File: config.mk
export PLATFORM = sky130hd
export DESIGN_NAME = synapse_loader_flat
export DESIGN_NICKNAME = d
export VERILOG_FILES = /design/src/rtl/synapse_loader_if.sv /design/src/rtl/synapse_loader.sv /design/src/flat_wrapper.sv
export SDC_FILE = /design/constraint.sdc
export NUM_CORES = 1
export LEC_CHECK = 0
export CAP_MARGIN = 20
export CORE_ASPECT_RATIO = 0.6
export CORE_MARGIN = 2
export CORE_UTILIZATION = 39
export CTS_CLUSTER_SIZE = 14
export DETAILED_ROUTE_END_ITERATION = 6
export PLACE_DENSITY_LB_ADDON = 0.1
export SYNTH_ARGS = -nofsm -noshare
export SYNTH_HDL_FRONTEND = slang
export SYNTH_SLANG_ARGS = --single-unit
File: constraint.sdc
create_clock -name clk -period 2.6 [get_ports clk]
set_clock_uncertainty 0.05 [all_clocks]
set_input_delay 0.78 -clock clk [delete_from_list [all_inputs] [get_ports clk]]
set_output_delay 0.78 -clock clk [all_outputs]
set_load 0.01 [all_outputs]
File: src/rtl/synapse_loader_if.sv
// Config handshake and spike/wx bus between the IO path and synapse_loader.
// master drives weights and spikes; slave returns ready/done/busy and the wx bus.
interface synapse_loader_if #(
   parameter int N_STAGE = 5
);
   localparam int N_SYN = 2**N_STAGE;

   logic                 cfg_start;
   logic                 cfg_valid;
   logic [1:0]           cfg_data;
   logic                 cfg_ready;
   logic                 cfg_done;
   logic                 busy;
   logic                 spike_valid;
   logic [N_SYN-1:0]     spike_in;
   logic [2*N_SYN-1:0]   wx;
   logic                 wx_valid;

   modport master (
      output cfg_start, cfg_valid, cfg_data, spike_valid, spike_in,
      input  cfg_ready, cfg_done, busy, wx, wx_valid
   );

   modport slave (
      input  cfg_start, cfg_valid, cfg_data, spike_valid, spike_in,
      output cfg_ready, cfg_done, busy, wx, wx_valid
   );
endinterface

File: src/rtl/synapse_loader.sv
// Serial weight load into a shadow bank with atomic commit; spikes gated onto wx 1 edge later.
// cfg_ready only in LOAD (cfg_valid gaps stall indefinitely); spike path never stalls.
module synapse_loader #(
   parameter int N_STAGE = 5
) (
   input logic              clk,
   input logic              rst_n,
   synapse_loader_if.slave  bus
);
   localparam int N_SYN = 2**N_STAGE;
   localparam logic [N_STAGE-1:0] IDX_LAST = '1;

   typedef enum logic [1:0] {IDLE, LOAD, COMMIT} state_t;

   state_t                   state_q, state_d;
   logic [N_STAGE-1:0]       idx_q, idx_d;
   logic [N_SYN-1:0][1:0]    w_shadow_q;
   logic [N_SYN-1:0][1:0]    w_active_q;
   logic [2*N_SYN-1:0]       wx_q, wx_d;
   logic                     wx_valid_q;
   logic                     cfg_done_q;
   logic                     shadow_we;
   logic                     commit;

   always_comb begin
      state_d   = state_q;
      idx_d     = idx_q;
      shadow_we = 1'b0;
      commit    = 1'b0;
      case (state_q)
         IDLE: begin
            if (bus.cfg_start) begin
               idx_d   = '0;
               state_d = LOAD;
            end
         end
         LOAD: begin
            // A restart wins over a concurrent transfer, which is dropped.
            if (bus.cfg_start) begin
               idx_d = '0;
            end else if (bus.cfg_valid) begin
               shadow_we = 1'b1;
               idx_d     = idx_q + N_STAGE'(1);
               if (idx_q == IDX_LAST) begin
                  state_d = COMMIT;
               end
            end
         end
         COMMIT: begin
            commit  = 1'b1;
            state_d = IDLE;
         end
         default: state_d = IDLE;
      endcase
   end

   always_comb begin
      wx_d = '0;
      for (int k = 0; k < N_SYN; k++) begin
         wx_d[2*k +: 2] = bus.spike_in[k] ? w_active_q[k] : 2'b00;
      end
   end

   always_ff @(posedge clk or negedge rst_n) begin
      if (!rst_n) begin
         state_q    <= IDLE;
         idx_q      <= '0;
         w_shadow_q <= '0;
         w_active_q <= '0;
         wx_q       <= '0;
         wx_valid_q <= 1'b0;
         cfg_done_q <= 1'b0;
      end else begin
         state_q    <= state_d;
         idx_q      <= idx_d;
         cfg_done_q <= commit;
         wx_valid_q <= bus.spike_valid;
         if (shadow_we) begin
            w_shadow_q[idx_q] <= bus.cfg_data;
         end
         // wx_d reads the pre-commit bank, so a spike on the commit edge sees old weights.
         if (commit) begin
            w_active_q <= w_shadow_q;
         end
         if (bus.spike_valid) begin
            wx_q <= wx_d;
         end
      end
   end

   assign bus.cfg_ready = (state_q == LOAD);
   assign bus.busy      = (state_q != IDLE);
   assign bus.cfg_done  = cfg_done_q;
   assign bus.wx        = wx_q;
   assign bus.wx_valid  = wx_valid_q;
endmodule

File: src/flat_wrapper.sv
// flat-port wrapper written by rule: the top's interface ports become plain ports
module synapse_loader_flat 
#(
   parameter int N_STAGE = 5
)
  (clk, rst_n, bus_cfg_start, bus_cfg_valid, bus_cfg_data, bus_spike_valid, bus_spike_in, bus_cfg_ready, bus_cfg_done, bus_busy, bus_wx, bus_wx_valid);
  synapse_loader_if #(.N_STAGE(N_STAGE)) bus_i ();
  input logic clk;
  input logic rst_n;
  input wire logic [$bits(bus_i.cfg_start)-1:0] bus_cfg_start;
  input wire logic [$bits(bus_i.cfg_valid)-1:0] bus_cfg_valid;
  input wire logic [$bits(bus_i.cfg_data)-1:0] bus_cfg_data;
  input wire logic [$bits(bus_i.spike_valid)-1:0] bus_spike_valid;
  input wire logic [$bits(bus_i.spike_in)-1:0] bus_spike_in;
  output wire logic [$bits(bus_i.cfg_ready)-1:0] bus_cfg_ready;
  output wire logic [$bits(bus_i.cfg_done)-1:0] bus_cfg_done;
  output wire logic [$bits(bus_i.busy)-1:0] bus_busy;
  output wire logic [$bits(bus_i.wx)-1:0] bus_wx;
  output wire logic [$bits(bus_i.wx_valid)-1:0] bus_wx_valid;
  assign bus_i.cfg_start = bus_cfg_start;
  assign bus_i.cfg_valid = bus_cfg_valid;
  assign bus_i.cfg_data = bus_cfg_data;
  assign bus_i.spike_valid = bus_spike_valid;
  assign bus_i.spike_in = bus_spike_in;
  assign bus_cfg_ready = bus_i.cfg_ready;
  assign bus_cfg_done = bus_i.cfg_done;
  assign bus_busy = bus_i.busy;
  assign bus_wx = bus_i.wx;
  assign bus_wx_valid = bus_i.wx_valid;
  synapse_loader #(.N_STAGE(N_STAGE)) u_core (.clk(clk), .rst_n(rst_n), .bus(bus_i));
endmodule
# Yosys cells after proc, flatten, opt, wreduce, memory -nomap -nowiden
# Cells that the tools add are included.
# op_classes
shift	0
multipliers	0
n_addsub	1
muxes	48
bitwise	0
n_eq_ne	8
div	0
magnitude_cmp	2
n_reduce_logical	6
# ops
operator	count
$mux 2	37
$bwmux 64	1
$mux 5	3
$demux 2 s5	1
$pmux 5 s2	1
$lt 5x6->1 const B	1
$ne 2x2->1 const B	3
$add 5x1->5 const B	1
$eq 5x5->1 const B	1
$ge 5x1->1 const B	1
$mux 1	4
$pmux 2 s2	1
$reduce_and 4->1	1
$reduce_bool 2->1	2
$ne 3x3->1 const B	1
$reduce_and 3->1	1
$eq 2x1->1 const B	1
$eq 2x2->1 const B	1
$logic_not 2->1	1
$ne 2x1->1 const B	1
$logic_and 1x1->1	1
# word_totals
mem_bits_rw	0
romBits	0
latch_bits	0
reg_bits	201
mem_count	0

# Longest topological paths before layout
# Gate-level depths: netlist of run 1.
# logic_depth
depth_word	5
ltp_mapped	6

# Worst setup path before layout of run 1
# No wires, ideal clock.
# synth_path
path_kind	in2reg
from	input bus_cfg_valid
to	register u_core.w_shadow_q[42] (netlist name)
setup_time_ns	0.125
cell_stages	4
n_path_buf	1
arrival_ns	1.734
setup_slack_ns	0.691
path_cell_list	buf_2 > nand4bb_1 > nor3_1 > mux2_2
# synth_between
elab_chain_len	3
# synth_lines
item	line	text
from (decl)	flat_wrapper.sv:11	input wire logic [$bits(bus_i.cfg_valid)-1:0] bus_cfg_valid;
$mux 1	synapse_loader.sv:41	end else if (bus.cfg_valid) begin
$mux 1	synapse_loader.sv:39	if (bus.cfg_start) begin
$mux 1	synapse_loader.sv:30	case (state_q)
to (signal, indexed assignment)	synapse_loader.sv:79	w_shadow_q[idx_q] <= bus.cfg_data;
to (decl)	synapse_loader.sv:17	logic [N_SYN-1:0][1:0] w_shadow_q;
# No other way between the ends.
# A chain may end at the register's enable or synchronous reset.

# Worst setup path in the final report of run 1
# layout_path
from	register u_core.state_q[1]
to	output bus_busy
# layout_between
elab_chain_len	1
# layout_lines
item	line	text
from (decl)	synapse_loader.sv:15	state_t state_q, state_d;
from (signal assigned)	synapse_loader.sv:74	state_q <= state_d;
$reduce_bool 2->1	synapse_loader.sv:92	assign bus.busy = (state_q != IDLE);
to (decl)	flat_wrapper.sv:17	output wire logic [$bits(bus_i.busy)-1:0] bus_busy;
# No other way between the ends.

==> results by group, run 1 <==
Status
  • Outcome: completed

Final layout
  • Antenna cells: 0
  • Filler cells: roughly 1800
  • Nets@finish: ~800
  • Core Util, Final: 0.507
  • Multi-input logic area: roughly 0.0026 mm2
  • P&R area growth vs syn: 26.7%
  • Storage cell area: slightly above 0.005 mm2
  • Layout cells sized above 1: 0.249
  • Post-route cell area: slightly above 0.01 mm2

Logic synthesis
  • Yosys warns: 0
  • Top-area cell type share of the netlist area: 0.624
  • Avg Cell Area, Syn: between 10 and 15 um2
  • Synth Flop Type: dfrtp_1
  • Cell count after synthesis: ~640
  • Top cells by area, synth: dfrtp_1 (62%), mux2_2 (18%), nand3_1 (4.8%)
  • Distinct cells, synth: 29
  • Netlist Area Pre-Place: between 0.008 and 0.009 mm2
  • Area leader, netlist: dfrtp_1
  • Seq/Total Area, Yosys: 0.624
  • Syn Nets: slightly below 700
  • EDFF count, synth: 0
  • Async S/R FF share, synth: 1.00
  • #FFs+latches synth: 201

Place
  • Placed cell area: 0.00952 mm2
  • Dpl ws: -137 ps
  • DPL Wire Length: ~11000 um
  • Final GP Congestion: ~0.74
  • Number of port buffers: around 110

Critical path
  • Crit path kind: reg2out
  • Worst Path Buf+Inv: 1
  • CP delay by family, top: buffers and inverters
  • Max incr delay on CP: 490 ps
  • Startpoint Class: register
  • Critical path peak fanout: 4
  • Crit path DAT: between 1500 and 2000 ps
  • Worst path cell trace: or2_2 > clkdlybuf4s50_1
  • Critical path's slowest cell: clkdlybuf4s50_1
  • Critical path required time: about 1800 ps
  • Critical Path End Type: output port

Timing
  • RSZ-0062 raised after global routing: false
  • Final Setup Violations: 0
  • Final hold violation count: 0
  • Slew of the pin with the lowest slew margin: 567 ps
  • Sum of negative setup slack: 0 ps
  • Slew headroom: 0.621
  • Final critical-path share of the clock period: 0.974
  • Final Max Slew Viols: 0
  • Crit path time final: roughly 2500 ps
  • F_max: 0.395 GHz
  • Final worst setup slack: ~67 ps

Pwr
  • Cell leakage power: between 4 and 5 nW
  • Max rail drop VDD: 390 uV
  • PwrDens: 628 mW/mm2
  • Final Power: 6.42 mW

Clocking
  • Clock buffer depth: 3
  • CTS tree: yes
  • Clk_lat worst skew: between 400 and 500 ps
  • Htree depth: 1
  • TritonCTS buffer count: 20
  • Clk root buf: clkbuf_16
  • Clock Pin Slew Worst Setup and Hold Paths: around 60 ps
  • CTS sink count: between 200 and 250

Drt
  • Drt pass-1 iters: 4
  • Routed len/inst: 15.9 um
  • Via density: 4.82
  • Routed Antenna Nets: 0
  • Drt first-iter violations: just under 200
  • Final WL: 16500 um
  • DRC: 0
  • DR vias: 5010

Floorplan
  • I/O pin count: ~110
  • # rows: 40
  • Die X: approximately 190 um
  • Die height: between 100 and 150 um
  • Core Region: between 0.02 and 0.025 mm2
  • Starting density of the core: 0.401
  • Die ar.: 0.0219 mm2

GRT
  • GRT Overall Usage: 0.158
  • Gr ovfl total: 0
  • First-pass GRT wire length: around 27000 um
  • Initial antenna violation count: 0
  • Vias in the first global route: 5069
  • Largest net degree at the start of global routing: 130

Run
  • Max_cap viols: 0

Hold path
  • Hold crit path type: in2async
==> power by group <==
group          internal (mW)  leakage [nW]  switching (mW)  total [mW]
Clock                   1.82         0.337            1.14        2.96
Combinational          0.113          1.49           0.153       0.266
Sequential              3.17          2.79          0.0224        3.19
==> repair_timing <==
item | in CTS | in global routing
hold buffers | 0 | 0
resized for setup | 2 | 0
endpoints found under the setup margin | 2 | 0
buffers inserted | 1 | 0
==> cell type report <==
type                            count  share of cell area
Sequential cell                   201               0.493
Inverter                           66              0.0243
Clock inverter                      4             0.00686
Clock buffer                       31              0.0600
Multi-Input combinational cell    338               0.258
Tap cell                          273              0.0335
Timing Repair Buffer              127               0.124
==> placed cells by master (no fill, tap or decap), types with 3 or more instances in the layout <==
cell type        Yosys  final
a21oi_1              3      3
buf_12               0      4
buf_4                1     18
clkbuf_1            19      5
clkbuf_16            0     21
clkbuf_8             0      6
clkdlybuf4s50_1      0    104
dfrtp_1            201    200
ha_1                 5      5
inv_1               66     66
mux2_2             128    128
nand2_1              9      9
nand2b_1             3      3
nand3_1             78     78
nand4_1              4      4
nand4bb_1            3      3
nor2b_1              7      5
nor3_1              12     12
nor3b_2              4      4
o21ai_0             69     69
==> sequential cells by signal (all words and copies together), names as in the netlist <==
name                 flops
u_core.bus.cfg_done      1
u_core.w_shadow_q       64
u_core.state_q           2
u_core.w_active_q       64
u_core.bus.wx_valid      1
u_core.bus.wx           64
u_core.idx_q             5
==> per-layer routing <==
metal	track usage	vias to the layer above	share of wire
li1	-	2441	-
met1	0.248	2456	0.52
met2	0.227	90	0.41
met3	0.0336	23	0.048
met4	0.0310	0	0.016
met5	0	-	0
==> through the flow <==
step,hold slack [ps],std cells
floorplan,414,641
global placement,436,1004
detailed placement,438,1004
CTS,187,1040
global route,198,1040
finish,188,1040
==> worst paths after layout <==
path	slack, ps	to	start	cells after the start
worst max-delay path	70	bus_busy	u_core.state_q[1]	2
worst min-delay path	190	u_core.bus.wx[29]	rst_n	1
worst max register to register	520	u_core.w_shadow_q[60]	u_core.idx_q[0]	5
worst min register to register	450	u_core.w_shadow_q[61]	u_core.w_shadow_q[61]	1
max in group asynchronous	1650	u_core.w_shadow_q[62]	rst_n	2
min in group clk	450	u_core.w_shadow_q[61]	u_core.w_shadow_q[61]	1
==> cells in the mapped netlist, types with 2 or more instances <==
master and n:
nand3_1 78, ha_1 5, nor3b_2 4, nand4_1 4, nand4bb_1 3, clkbuf_1 19
inv_1 66, o21ai_0 69, and4bb_2 2, buf_1 3, a21oi_1 3, nor2_1 2
nand2b_1 3, buf_2 13, nor3_1 12, mux2_2 128, nor2b_1 7, dfrtp_1 201
nand2_1 9
==> kinds of logic (layout without fill, tap and decap cells) <==
kind of cell / Yosys count / after routing / share of synthesized area
fa+ha+maj: 5 / 5 / 0.00776
compound gates: 76 / 76 / 0.0486
flops: 201 / 201 / 0.624
buf+inv: 102 / 228 / 0.0500
mux: 128 / 128 / 0.179
simple gates: 129 / 129 / 0.0907
(Power assumes the default switching activity.)
==> inputs of run 2 (changes only) <==
Settings changed: GPL_TIMING_DRIVEN set to 0.
Clock period 2.6 ns to 2.4 ns, I/O delays scaled along.
==> run 2 against run 1 <==
  * Sequential power is 8.5% higher
  * Non-clock buffer count up 18
  * Critical path depth increased by 3
  * Global-route usage is 2.1 points higher
  * Largest cell class unchanged
  * Via count increased by 4.9%
  * Flip-flop and latch count is the same
  * Design area up 0.21%
  * Total power rose by 9.0%
  * Final cell count rose by 1.9%
  * Largest power group unchanged
==> results by group, run 2 (same netlist as run 1, synthesis figures left out) <==
GRT
  • Gr ovfl total: 0
  • Initial antenna violation count: 0
  • GRT Overall Usage: 0.179
  • Largest net degree at the start of global routing: approximately 110
  • First-pass GRT wire length: approximately 31000 um
  • Vias in the first global route: ~5500

Final layout
  • Core Util, Final: 0.509
  • Non-filler cells, final: around 1100
  • P&R area growth vs syn: 27.0%
  • Layout cells sized above 1: 0.249
  • Most common cell after layout, fill and taps aside: dfrtp_1
  • Nets@finish: 816
  • Storage cell area: 0.00503 mm2
  • Commonest cells after routing, fill and taps aside: dfrtp_1 (199), mux2_2 (128), clkdlybuf4s50_1 (103)
  • Multi-input logic area: between 0.002 and 0.003 mm2
  • Filler cells: 1773
  • Post-route cell area: between 0.01 and 0.015 mm2

Pwr
  • Max rail drop VDD: about 470 uV
  • Clock share of power: 0.462
  • Register share of total power: 0.494
  • Cell leakage power: 4.62 nW
  • Pint: between 5 and 6 mW
  • Psw: between 1.5 and 2 mW
  • Comb power frac: 0.043
  • Sw frac: 0.217
  • PwrDens: 683 mW/mm2

Drt
  • Routed len/inst: between 15 and 20 um
  • Drt first-iter violations: 247
  • Routed Antenna Nets: 0
  • Final WL: ~19000 um
  • Via density: around 5.0
  • DR vias: about 5300
  • Drt pass-1 iters: 4
  • DRC: 0

Place
  • DPL Wire Length: ~13000 um
  • Final GP Congestion: around 0.85
  • Placed cell area: approximately 0.0095 mm2
  • Placed cell count: a little over 1000
  • Number of port buffers: roughly 110

Critical path
  • FF-to-FF setup slack: between 150 and 200 ps
  • Critical path peak fanout: 10
  • Crit path DAT: around 2600 ps
  • CP Launch Point: bus_cfg_valid
  • Critical Path End Type: register
  • Critical path required time: around 2700 ps
  • Crit path kind: in2reg
  • Reg-to-reg startpoint: u_core.idx_q[0]
  • Reg2reg end: u_core.w_shadow_q[44]
  • Startpoint Class: input pin
  • Reg2Reg Depth: 5

Clocking
  • Clock buffer depth: 3
  • Clk root buf: clkbuf_16
  • CTS sink count: around 200
  • CTS tree: yes
  • TritonCTS buffer count: 20
  • Hold Buf Count CTS: 0
  • Htree depth: 1
  • Clk_lat worst skew: ~500 ps
  • Clock Pin Slew Worst Setup and Hold Paths: about 60 ps

Floorplan
  • Die X: ~190 um
  • Die height: ~120 um
  • Starting density of the core: 0.401
  • Die ar.: roughly 0.022 mm2
  • # rows: 40
  • Core Region: around 0.02 mm2
  • I/O pin count: 107

Timing
  • Final Setup Violations: 0
  • Final critical-path share of the clock period: 0.964
  • RSZ-0062 raised after global routing: false
  • Final hold violation count: 0
  • F_max: roughly 0.43 GHz
  • Slew of the pin with the lowest slew margin: 741 ps
  • Crit path time final: between 2000 and 2500 ps
  • Slew headroom: 0.506
  • Final Max Slew Viols: 0

Hold path
  • Hold crit path type: in2async

Run
  • Max_cap viols: 0

Status
  • Outcome: completed
## run 2: changes by cell type in the layout (fill, tap and decap cells not counted), moves of 3 or more
| cell | previous run | this run |
|---|---|---|
| clkbuf_8 | 6 | 9 |
| buf_1 | 0 | 3 |
| buf_2 | 0 | 14 |
| buf_4 | 18 | 3 |
| clkbuf_1 | 5 | 18 |
| buf_12 | 4 | 0 |
## run 2: cell type report
type,instances,share of cell area
Sequential cell,201,0.492
Multi-Input combinational cell,338,0.258
Timing Repair Buffer,109,0.108
Clock buffer,31,0.0619
Tap cell,273,0.0334
Inverter,66,0.0242
Buffer,36,0.0174
Clock inverter,5,0.00538
Antenna cell,1,0.000245
## run 2: stage by stage
step,setup TNS [ps],setup WS (ps),power [mW],hold slack [ps]
6_report,0,86.7,6.99,149
5_1_grt,0,39.1,7.26,236
4_1_cts,0,34.5,7.08,197
3_5_place_dp,-19230,-534,3.83,438
3_3_place_gp,-1522860,-7520,3.82,432
2_1_floorplan,0,551,3.62,374
## run 2: worst max-delay path by stage
stage | slack [ps] | end
finish | 90 | u_core.w_shadow_q[42]
global route | 40 | u_core.w_shadow_q[50]
CTS | 30 | u_core.w_shadow_q[42]
detailed placement | -530 | u_core.bus.wx[59]
global placement | -7520 | u_core.bus.wx[61]
floorplan | 550 | u_core.w_shadow_q[42]
## run 2: layer usage
layer | vias up | global-route usage | wire, um
met5 | - | 0 | 0
met4 | 0 | 0.0460 | 475
met3 | 30 | 0.0305 | 740
met2 | 109 | 0.249 | 7430
met1 | 2640 | 0.287 | 10200
li1 | 2475 | - | -
## run 2: power by group through the flow
stage | logic, mW | registers, mW | clock network [mW]
global route | 0.343 | 3.46 | 3.46
global placement | 0.296 | 3.52 | 0
detailed placement | 0.310 | 3.52 | 0
CTS | 0.311 | 3.46 | 3.31
finish | 0.303 | 3.46 | 3.23
floorplan | 0.108 | 3.51 | 0
## run 2: what timing repair did
| item | CTS | global route |
|---|---|---|
| endpoints found under the setup margin | 3 | 14 |
| hold endpoints to repair | 0 | 0 |
| buffers inserted | 2 | 0 |
| resized for setup | 15 | 4 |
| pin swaps | 0 | 0 |
## run 2: critical path: stages
cell and delay, ps:
clkdlybuf4s50_1 550, buf_2 240, nand4bb_1 320, nor3_2 430, mux2_2 380
==> inputs of run 3 (changes only) <==
Settings changed: SLEW_MARGIN set to 20.
==> run 3 against run 2 <==
  * First-iteration DRC count grew 8.5%
  * Design area shrank 0.38%
  * Via count shrank 0.38%
  * Register-to-register slack gained 20 ps
  * Combinational power grew 2%
  * Flip-flop and latch count is the same
  * Clock-buffer cell count shrank 1
  * Final cell count is essentially flat
  * Critical endpoint unchanged
  * Highest routed layer unchanged
==> results by group, run 3 (same netlist as run 1, synthesis figures left out) <==
Status
  • Outcome: completed

Clocking
  • Clk_lat worst skew: between 400 and 500 ps
  • Clock buffer depth: 3
  • CTS tree: yes
  • TritonCTS buffer count: 20
  • CTS sink count: roughly 200
  • Clock Pin Slew Worst Setup and Hold Paths: 70 ps
  • Htree depth: 1
  • Clk root buf: clkbuf_16

Pwr
  • PwrDens: ~670 mW/mm2
  • Cell leakage power: 4.61 nW
  • Comb power frac: 0.046
  • Psw: 1.51 mW
  • Pint: 5.29 mW
  • Sw frac: 0.222
  • Register share of total power: 0.509
  • Max rail drop VDD: about 420 uV
  • Clock share of power: 0.446

Timing
  • Slew of the pin with the lowest slew margin: slightly above 700 ps
  • RSZ-0062 raised after global routing: false
  • Slew headroom: 0.523
  • Final critical-path share of the clock period: 0.965
  • Final worst setup slack: between 80 and 90 ps
  • Final hold violation count: 0
  • Final Max Slew Viols: 0
  • Crit path time final: around 2300 ps
  • Sum of negative setup slack: 0 ps
  • F_max: around 0.43 GHz
  • Final Setup Violations: 0

Floorplan
  • Die ar.: between 0.02 and 0.025 mm2
  • Die height: ~120 um
  • Starting density of the core: 0.401
  • Core Region: slightly above 0.02 mm2
  • # rows: 40
  • Die X: approximately 190 um
  • I/O pin count: between 100 and 150

Final layout
  • Non-filler cells, final: approximately 1100
  • Most common cell after layout, fill and taps aside: dfrtp_1
  • Antenna cells: 0
  • Filler cells: approximately 1800
  • Nets@finish: around 800
  • Layout cells sized above 1: 0.246
  • Commonest cells after routing, fill and taps aside: dfrtp_1 (199), mux2_2 (128), clkdlybuf4s50_1 (103)
  • P&R area growth vs syn: 26.5%
  • Post-route cell area: 0.0102 mm2

Critical path
  • Critical Path End Type: register
  • Crit path kind: in2reg
  • Critical path's slowest cell: clkdlybuf4s50_1
  • Critical path peak fanout: 10
  • Critical path required time: roughly 2700 ps
  • Max incr delay on CP: roughly 550 ps
  • Worst path cell trace: clkdlybuf4s50_1 > buf_2 > nand4bb_1 > nor3_2 > mux2_2
  • Startpoint Class: input pin
  • CP delay by family, top: buffers and inverters
  • Worst Path Buf+Inv: 2
  • Crit path DAT: between 2000 and 3000 ps

Place
  • Placed cell count: 1022
  • DPL Wire Length: 13200 um
  • Final GP Congestion: 0.852
  • Placed cell area: 0.00952 mm2
  • Number of port buffers: 106
  • Dpl ws: -542 ps

Drt
  • Via density: just under 5
  • Drt first-iter violations: roughly 270
  • Routed len/inst: around 18 um
  • DR vias: approximately 5200
  • Drt pass-1 iters: 4
  • Routed Antenna Nets: 0
  • Final WL: between 15000 and 20000 um
  • DRC: 0

GRT
  • GRT Overall Usage: 0.178
  • Gr ovfl total: 0
  • First-pass GRT wire length: between 30000 and 40000 um
  • Vias in the first global route: 5461
  • Largest net degree at the start of global routing: between 90 and 100
  • Initial antenna violation count: 0

Run
  • Max_cap viols: 0

Hold path
  • Hold crit path type: reg2reg
run 3: path summary, 6_finish.rpt:
| check | from | endpoint | slack [ps] | depth (start not counted) |
|---|---|---|---|---|
| worst max-delay path | bus_cfg_valid | u_core.w_shadow_q[42] | 80 | 5 |
| worst min-delay path | u_core.w_shadow_q[19] | u_core.w_active_q[19] | 440 | 1 |
| worst max register to register | u_core.idx_q[0] | u_core.w_shadow_q[61] | 210 | 5 |
| worst min register to register | u_core.w_shadow_q[19] | u_core.w_active_q[19] | 440 | 1 |
| max in group asynchronous | rst_n | u_core.idx_q[2] | 1000 | 3 |
| min in group asynchronous | rst_n | u_core.w_active_q[30] | 580 | 2 |
run 3: layout make-up:
type	instances	area, um2	area share
Inverter	66	248	0.0243
Timing Repair Buffer	110	1130	0.111
Sequential cell	201	5030	0.494
Buffer	35	164	0.0161
Multi-Input combinational cell	338	2640	0.259
Clock buffer	30	599	0.0588
Clock inverter	6	36.3	0.00356
Tap cell	273	342	0.0335
run 3: power groups by stage:
stage / clock network [mW] / registers, mW / logic, mW
after global placement: 0 / 3.52 / 0.296
final: 3.03 / 3.46 / 0.309
after CTS: 3.13 / 3.46 / 0.318
after detailed placement: 0 / 3.52 / 0.315
after global routing: 3.26 / 3.46 / 0.349
after floorplan: 0 / 3.51 / 0.108
run 3: timing repair:
item,4_1_cts,5_1_grt
pin swaps,0,0
gates cloned,0,0
endpoints found under the setup margin,3,14
buffers inserted,1,0
hold endpoints to repair,14,0
hold buffers,1,0
resized for setup,12,4
run 3: routing by layer:
metal,vias up,track usage,part of all wire
met2,99,0.248,0.39
li1,2478,-,-
met5,-,0,0
met4,0,0.0465,0.023
met1,2628,0.283,0.54
met3,29,0.0311,0.042
run 3: stage by stage:
step / utilization / hold slack (ps) / power, mW
6_report: 0.507 / 442 / 6.80
5_1_grt: 0.507 / 465 / 7.07
4_1_cts: 0.506 / 447 / 6.91
3_5_place_dp: 0.473 / 438 / 3.83
3_3_place_gp: 0.470 / 432 / 3.82
2_1_floorplan: - / 374 / 3.62
